**src/rtl/seq_pkg.sv**
```systemverilog
// seq_pkg: shared state encoding, default widths and program entry-point table for pc_sequencer.
package seq_pkg;
  localparam int SEQ_PC_W = 10;
  localparam int SEQ_OFF_W = 8;
  localparam int SEQ_NUM_PROG = 4;
  typedef enum logic [1:0] {IDLE, LOAD, RUN, HALT} seq_state_t;
  localparam logic [SEQ_PC_W-1:0] PROG_BASE [SEQ_NUM_PROG] = '{10'd0, 10'd128, 10'd256, 10'd384};
  // Indices at or beyond the configured program count fall back to base 0.
  function automatic logic [SEQ_PC_W-1:0] prog_base(input logic [1:0] sel, input int n);
    prog_base = '0;
    for (int i = 0; i < SEQ_NUM_PROG; i++)
      if (i < n && sel == 2'(i)) prog_base = PROG_BASE[i];
  endfunction
endpackage

```
**src/rtl/pc_sequencer_pc_next.sv**
```systemverilog
// pc_next: combinational next-PC adder, pc + 1 plus the sign-extended offset when taken (modulo 2^PC_W).
module pc_next #(
  parameter int PC_W = 10,
  parameter int OFF_W = 8
) (
  input  logic [PC_W-1:0]  pc_i,
  input  logic [OFF_W-1:0] offset_i,
  input  logic             taken_i,
  output logic [PC_W-1:0]  pc_o
);
  logic [PC_W-1:0] sext;
  assign sext = {{(PC_W-OFF_W){offset_i[OFF_W-1]}}, offset_i};
  assign pc_o = pc_i + PC_W'(1) + (taken_i ? sext : '0);
endmodule

```
**src/rtl/pc_sequencer.sv**
```systemverilog
// pc_sequencer: run-control FSM and PC register for the single-cycle core.
// Optional WATCHDOG_EN adds WD_LIMIT and a timeout output that halts a runaway program.
module pc_sequencer import seq_pkg::*; #(
  parameter int PC_W = SEQ_PC_W,
  parameter int OFF_W = SEQ_OFF_W,
  parameter int CNT_W = 16,
  parameter int NUM_PROG = SEQ_NUM_PROG
`ifdef WATCHDOG_EN
  , parameter int WD_LIMIT = 4096
`endif
) (
  input  logic             clk,
  input  logic             reset,
  input  logic             start,
  input  logic [1:0]       prog_sel,
  input  logic             done_instr,
  input  logic             branch_req,
  input  logic             cond_met,
  input  logic             is_branch,
  input  logic [OFF_W-1:0] offset,
  output logic [PC_W-1:0]  pc,
  output logic             instr_valid,
  output logic             busy,
  output logic             done,
  output logic [CNT_W-1:0] instr_count
`ifdef WATCHDOG_EN
  , output logic           timeout
`endif
);
  seq_state_t state_q, state_d;
  logic [PC_W-1:0] pc_q, pc_d, pc_step;
  logic [CNT_W-1:0] cnt_q, cnt_d, cnt_inc;
  logic taken, wd_hit, stop;
  assign taken = branch_req & (~is_branch | cond_met);
  assign cnt_inc = &cnt_q ? cnt_q : cnt_q + CNT_W'(1);
  assign stop = done_instr | wd_hit;
  pc_next #(.PC_W(PC_W), .OFF_W(OFF_W)) u_pc_next (
    .pc_i(pc_q),
    .offset_i(offset),
    .taken_i(taken),
    .pc_o(pc_step)
  );
`ifdef WATCHDOG_EN
  logic to_q, to_d;
  assign wd_hit = 32'(cnt_inc) >= 32'(WD_LIMIT);
  assign to_d = state_d == LOAD ? 1'b0 :
                (state_q == RUN && !start && !done_instr && wd_hit) ? 1'b1 : to_q;
  assign timeout = to_q;
  always_ff @(posedge clk or posedge reset)
    if (reset) to_q <= 1'b0;
    else to_q <= to_d;
`else
  assign wd_hit = 1'b0;
`endif
  always_comb begin
    state_d = state_q;
    pc_d = pc_q;
    cnt_d = cnt_q;
    case (state_q)
      IDLE: state_d = start ? LOAD : IDLE;
      LOAD: begin
        state_d = start ? LOAD : RUN;
        pc_d = PC_W'(prog_base(prog_sel, NUM_PROG));
        cnt_d = '0;
      end
      RUN: begin
        cnt_d = cnt_inc;
        state_d = start ? LOAD : stop ? HALT : RUN;
        pc_d = (start | ~stop) ? pc_step : pc_q;
      end
      HALT: state_d = start ? LOAD : HALT;
      default: state_d = IDLE;
    endcase
  end
  always_ff @(posedge clk or posedge reset)
    if (reset) begin
      state_q <= IDLE;
      pc_q <= '0;
      cnt_q <= '0;
    end else begin
      state_q <= state_d;
      pc_q <= pc_d;
      cnt_q <= cnt_d;
    end
  assign pc = pc_q;
  assign instr_valid = state_q == RUN;
  assign busy = state_q == LOAD || state_q == RUN;
  assign done = state_q == HALT;
  assign instr_count = cnt_q;
endmodule

```
**config.mk**
```make
export PLATFORM = sky130hd
export DESIGN_NAME = pc_sequencer
export DESIGN_NICKNAME = d
export VERILOG_FILES = /design/src/rtl/seq_pkg.sv /design/src/rtl/pc_sequencer_pc_next.sv /design/src/rtl/pc_sequencer.sv
export SDC_FILE = /design/constraint.sdc
export NUM_CORES = 1
export LEC_CHECK = 0
export CELL_PAD_IN_SITES_DETAIL_PLACEMENT = 1
export CELL_PAD_IN_SITES_GLOBAL_PLACEMENT = 2
export CORE_ASPECT_RATIO = 0.8
export CORE_MARGIN = 2
export CORE_UTILIZATION = 27
export DETAILED_ROUTE_END_ITERATION = 10
export PLACE_DENSITY = 0.72
export SYNTH_ARGS = -nofsm -noshare
export SYNTH_HDL_FRONTEND = slang
export SYNTH_SLANG_ARGS = --single-unit
export TNS_END_PERCENT = 30
```
**constraint.sdc**
```tcl
create_clock -name clk -period 1.9 [get_ports clk]
set_input_delay 0.475 -clock clk [delete_from_list [all_inputs] [get_ports clk]]
set_output_delay 0.475 -clock clk [all_outputs]
set_load 0.005 [all_outputs]
```
==> flow_metrics.py, run 1 <==
metrics = {
    "layout": {
        "areaGrowthSynthToFinish_pct": 54.4,
        "drive_gt1_frac": 0.298,
        "layoutNonFillerInstCount": 386,
        "num-nets-final": 332,
        "antenna_cells": 0,
        "nFillCells": 790,
    },
    "routing": {
        "dr.first_iter.drc_count": 33,
        "vias": 1985,
        "first_pass_iters": 4,
        "wl_per_cell_microns": 16.2,
        "viasPerCell": 5.14,
        "route.antenna.remaining_nets": 0,
        "route.detailed.drc": 0,
        "drt_wl_total_microns": 6250,
    },
    "synth": {
        "synthArstFlopShare": 1.00,
        "syn_inst": 212,
        "synth_edf_count": 0,
        "synthMuxAreaShare": 0.0512,
        "synth-xor-area-share": 0.0310,
        "synth_flop_cell": "dfrtp_1",
        "synthAdderAreaFrac": 0.0986,
        "synth_seq_cells": 28,
        "synth.distinct_cells": 45,
        "yosysWarnings": 0,
        "synth_compound_area_frac": 0.198,
        "syn_nets": 244,
        "ys_seq_area_frac": 0.354,
        "syn_area_sq_mm": 0.00198,
        "synth_top_family_by_area": "simple AND/OR/NAND/NOR gates",
        "yosys.area_share.simple": 0.217,
        "syn_area_per_cell_sq_um": 9.34,
    },
    "placement": {
        "dp.cells": 379,
        "place_congestion": 0.769,
        "io_buffers": 45,
        "hpwl_microns": 4770,
    },
    "floorplan": {
        "design.core.area_sq_mm": 0.00699,
        "initial_core_util": 0.283,
        "die-height_microns": 80.6,
        "ios": 46,
        "die_x_microns": 99.7,
        "die-area_sq_mm": 0.00804,
        "rows": 27,
    },
    "critical_path": {
        "endpoint_kind": "flop",
        "r2r_slack_ns": -0.12,
        "crit_start": "offset[4]",
        "cp_max_fo": 3,
        "cp.required_ns": 2.12,
        "cp_data_arrival_time_ns": 2.32,
        "worst_r2r_startpoint": "pc[0]",
        "critPathKind": "in2reg",
        "worst_setup_path_start_kind": "input pin",
    },
    "power_and_ir_drop": {
        "ir_drop_v": 0.000457,
        "leakage_nw": 1.41,
        "total_power_mw": 2.06,
        "p_per_area_mw_per_mm2": 673,
    },
    "sta": {
        "finalSetupViolCount": 6,
        "fin_skew_ns": 0.00354,
        "slew_headroom": 0.721,
        "min_period_ns": 2.10,
        "worstMarginPinSlew_ns": 0.415,
        "rsz0062_at_grt": "yes",
        "finalCritPeriodShare": 1.10,
        "worst_slack_ns": -0.199,
        "hold_viol": 0,
        "drv_slew": 0,
        "fmax_ghz": 0.476,
    },
    "flow_run": {
        "cap_violations": 0,
    },
    "worst_hold_path": {
        "hold_path_class": "in2async",
    },
    "grt": {
        "grt_pass1_wl_microns": 10000,
        "grt_max_degree": 29,
        "antenna_found_initial": 0,
        "grt_pass1_vias": 2037,
        "track_usage": 0.157,
        "gr-total-overflow": 0,
    },
    "clocking": {
        "cts_sinks": 28,
        "path_clk_slew_ns": 0.11,
        "cts_tree": "yes",
        "clk_path_buf_depth": 2,
        "cts_buffers": 3,
        "worstSkewPairLatency_ns": 0.28,
        "ctsRootBufferMaster": "clkbuf_8",
        "htree_num_levels": 1,
    },
    "outcome": {
        "status": "finished with violations",
        "violations": "setup timing",
    },
}
## logic make-up after synthesis
group	count (synthesis)
multiplexers	10
buffers and inverters	20
AO/OA/AOI/OAI	55
AND/OR/NAND/NOR	77
flip-flops	28
XOR/XNOR	7
adder cells (fa/ha/maj)	15
## power by group
part	leakage, nW	switching (mW)	internal, mW
sequential	0.381	0.0750	0.659
combinational	0.998	0.383	0.451
clock	0.0357	0.208	0.283
total	1.41	0.666	1.39
## metal layers
layer / GRT usage / vias to the layer above / wire length [microns]
met5: 0 / - / 0
met4: 0.0301 / 0 / 77
met3: 0.0261 / 6 / 119
met2: 0.264 / 24 / 2960
met1: 0.214 / 992 / 3100
li1: - / 963 / -
## state kept, by name, indices dropped and copies added (netlist names)
signal	cells
state_q	2
pc	10
instr_count	16
## synthesized netlist by cell type, types with 9 or more instances
cell      n  share of area
a21oi_1  10          0.025
nor3_1   10          0.025
and3_1    9          0.028
nand3_1  16          0.040
nand2_1  11          0.021
nor2_1    9          0.017
dfrtp_1  28           0.35
mux2i_1   9          0.046
o21ai_1   9          0.023
inv_1    12          0.023
ha_1     14          0.088
## what timing repair did
action | in CTS | in global routing
setup endpoints to repair | 9 | 13
pin swaps | 9 | 10
resized for setup | 28 | 16
hold buffers | 0 | 0
buffers inserted | 1 | 2
## cell type report
class                   count  area, sq um  area share
clock buffers               3         41.3      0.0135
clock inverters             1         30.0     0.00982
inverters                  12         45.0      0.0147
multi-input cells         164         1330       0.436
flip-flops and latches     28          701       0.229
well taps                  87          109      0.0356
repair buffers             91          798       0.261
## critical path, cell delays in order
cell and delay, ns:
clkdlybuf4s50_1 0.45, and3_1 0.20, ha_4 0.22, buf_4 0.14
o21ai_0 0.07, o21bai_1 0.13, a22oi_1 0.19, mux2_1 0.34
o21ai_1 0.11
## cell usage in the layout, fill, tap and decap left out, types with 4 or more instances in the layout
cell / synthesis / final
and3_1: 9 / 7
a211oi_2: 3 / 5
xor2_1: 5 / 5
inv_2: 0 / 5
ha_4: 0 / 5
a21o_1: 5 / 5
nand4_1: 4 / 4
and3_4: 2 / 4
dfrtp_1: 28 / 28
nand2_1: 11 / 11
o21ai_0: 4 / 4
ha_1: 14 / 8
inv_1: 12 / 7
nand3_1: 16 / 15
nor3_1: 10 / 9
a21oi_1: 10 / 8
clkdlybuf4s50_1: 0 / 36
nor2_1: 9 / 9
mux2i_1: 9 / 9
o21ai_1: 9 / 9
buf_4: 0 / 46
## worst paths after layout
| path | to | cells after the start |
|---|---|---|
| min in group clk | pc[5] | 2 |
| min reg2reg | pc[5] | 2 |
| max reg2reg | pc[8] | 9 |
| max in group asynchronous | pc[7] | 3 |
| max | pc[8] | 9 |
| min | pc[0] | 3 |
## per-stage QoR
step	hold slack, ns	TNS, ns	util	area, sq um	worst slack (ns)
after global routing	0.594	-1.18	0.437	3060	-0.287
after CTS	0.569	-0.732	0.424	2960	-0.169
final	0.563	-0.682	0.437	3060	-0.199
after detailed placement	0.551	-5.89	0.405	2830	-0.867
after global placement	0.538	-5.46	0.405	2830	-0.813
after floorplan	0.509	-0.888	-	2000	-0.305
(Power assumes the default switching activity.)
==> run 2: changes to the inputs <==
--- a/config.mk
+++ b/config.mk
@@ -12,6 +12,7 @@
 export CORE_UTILIZATION = 27
 export DETAILED_ROUTE_END_ITERATION = 10
 export PLACE_DENSITY = 0.72
+export RECOVER_POWER = 25
 export SYNTH_ARGS = -nofsm -noshare
 export SYNTH_HDL_FRONTEND = slang
 export SYNTH_SLANG_ARGS = --single-unit
==> run 2 against run 1 <==
The flow still finishes with violations (setup timing). Combinational power about the same. Via count did not move. Register-to-register slack hardly changed. Global-route usage did not move. Critical path depth did not move. Largest power group unchanged. Clock skew did not move. Clock power about the same. Largest cell class unchanged. First-iteration DRC count unchanged. Critical path type unchanged.
==> flow_metrics.py, run 2 (synthesized netlist as in run 1, its figures left out) <==
metrics = {
    "grt": {
        "gr-total-overflow": 0,
        "grt_max_degree": 29,
        "grtUsageMet2": 0.264,
        "use_met1": 0.214,
        "grt_pass1_vias": 2037,
        "track_usage": 0.157,
        "met3_usage": 0.0261,
        "grt_pass1_wl_microns": 10000,
        "antenna_found_initial": 0,
        "busiest_layer": "met2",
    },
    "critical_path": {
        "r2r_end": "pc[8]",
        "endpoint_kind": "flop",
        "worst-path-buf-inv": 2,
        "crit_chain": "clkdlybuf4s50_1, and3_1, ha_4, buf_4, o21ai_0, o21bai_1, a22oi_1, mux2_1, o21ai_1",
        "worst_setup_path_start_kind": "input pin",
        "cp_max_fo": 3,
        "reg2regPathDepth": 9,
        "cp_data_arrival_time_ns": 2.32,
        "worst_r2r_startpoint": "pc[0]",
        "r2r_slack_ns": -0.12,
        "cp_slowest_cell": "clkdlybuf4s50_1",
        "critPathKind": "in2reg",
        "cp.required_ns": 2.12,
        "cpLargestDelayFamily": "buffers and inverters",
        "cpPeakStageDelay_ns": 0.45,
    },
    "power_and_ir_drop": {
        "total_power_mw": 2.06,
        "combPwrFrac": 0.405,
        "p_int_mw": 1.39,
        "clockPowerShare": 0.239,
        "p_sw_mw": 0.666,
        "p_per_area_mw_per_mm2": 674,
        "swShare": 0.324,
        "leakage_nw": 1.41,
        "ir_drop_v": 0.000457,
        "p_seq_frac": 0.357,
    },
    "clocking": {
        "cts_tree": "yes",
        "worstSkewPairLatency_ns": 0.28,
        "cts_sinks": 28,
        "path_clk_slew_ns": 0.11,
        "cts_buffers": 3,
        "ctsRootBufferMaster": "clkbuf_8",
        "clk_path_buf_depth": 2,
        "htree_num_levels": 1,
    },
    "sta": {
        "fmax_ghz": 0.476,
        "finalCritPeriodShare": 1.10,
        "hold_viol": 0,
        "drv_slew": 0,
        "min_period_ns": 2.10,
        "worst_slack_ns": -0.199,
        "fin_skew_ns": 0.00354,
        "rsz0062_at_grt": "yes",
        "worstMarginPinSlew_ns": 0.777,
        "slew_headroom": 0.482,
        "finalSetupViolCount": 6,
    },
    "routing": {
        "route.antenna.remaining_nets": 0,
        "vias": 1985,
        "drt_wl_total_microns": 6250,
        "first_pass_iters": 4,
        "viasPerCell": 5.14,
        "route.detailed.drc": 0,
        "wl_per_cell_microns": 16.2,
        "dr.first_iter.drc_count": 33,
    },
    "outcome": {
        "status": "finished with violations",
        "violations": "setup timing",
    },
    "layout": {
        "final_cell_area_sq_mm": 0.00305,
        "drive_gt1_frac": 0.298,
        "nFillCells": 791,
        "final_cell_mix": "buf_4, clkdlybuf4s50_1, dfrtp_1",
        "num-nets-final": 332,
        "final_common_cell": "buf_4",
        "largest_reg_flops": 16,
        "utilization": 0.437,
        "areaGrowthSynthToFinish_pct": 54.3,
        "antenna_cells": 0,
    },
    "floorplan": {
        "die-height_microns": 80.6,
        "ios": 46,
        "design.core.area_sq_mm": 0.00699,
        "die_x_microns": 99.7,
        "rows": 27,
        "initial_core_util": 0.283,
        "die-area_sq_mm": 0.00804,
    },
    "placement": {
        "io_buffers": 45,
        "hpwl_microns": 4770,
        "place_congestion": 0.769,
        "placed_area_sq_mm": 0.00283,
    },
    "worst_hold_path": {
        "hold_path_depth": 2,
        "min_from": "pc[5]",
        "min_delay_worst_endpoint": "pc[5]",
        "hold_path_class": "reg2reg",
    },
    "flow_run": {
        "cap_violations": 0,
    },
}
[run 2: tightest hold or removal path: cells and delay by family, from the launching register on]
family / cells / cell delay (ns)
AND/OR/NAND/NOR: 1 / 0.08
AO/OA/AOI/OAI: 1 / 0.06
flip-flops: 1 / 0.40
[run 2: layer usage]
metal / wire length, microns / part of all wire
met3: 119 / 0.019
met4: 77 / 0.012
met5: 0 / 0
met2: 2960 / 0.47
met1: 3100 / 0.50
[run 2: timing repair]
item,4_1_cts,5_1_grt
pin swaps,9,10
setup buffers,1,2
setup endpoints to repair,9,13
resized for setup,28,16
hold buffers,0,0
[run 2: worst max-delay path by stage]
stage               from  endpoint  slack (ns)  depth (start not counted)
2_1_floorplan   cond_met     pc[8]       -0.31                         10
3_3_place_gp   is_branch     pc[8]       -0.81                         11
3_5_place_dp   is_branch     pc[8]       -0.87                         11
4_1_cts         cond_met     pc[8]       -0.17                         11
5_1_grt        offset[4]     pc[8]       -0.29                          9
6_report       offset[4]     pc[8]       -0.20                          9
[run 2: per-stage QoR]
| stage | TNS [ns] | worst slack (ns) | hold slack [ns] | instances |
|---|---|---|---|---|
| finish | -0.682 | -0.199 | 0.569 | 386 |
| floorplan | -0.888 | -0.305 | 0.509 | 212 |
| CTS | -0.732 | -0.169 | 0.569 | 384 |
| detailed placement | -5.89 | -0.867 | 0.551 | 379 |
| global placement | -5.46 | -0.813 | 0.538 | 379 |
| global route | -1.18 | -0.287 | 0.594 | 386 |
[run 2: final cells by class]
class,count,area [sq um],share of cell area
multi-input cells,164,1330,0.436
repair buffers,91,796,0.261
flip-flops and latches,28,701,0.229
well taps,87,109,0.0356
inverters,12,45.0,0.0147
clock buffers,3,41.3,0.0135
clock inverters,1,30.0,0.00983
[run 2: power groups by stage]
stage	Clock, mW	Sequential [mW]	Combinational [mW]
finish	0.491	0.734	0.833
detailed placement	0	0.740	0.788
global route	0.525	0.747	0.928
global placement	0	0.738	0.764
floorplan	0	0.735	0.357
CTS	0.506	0.732	0.809
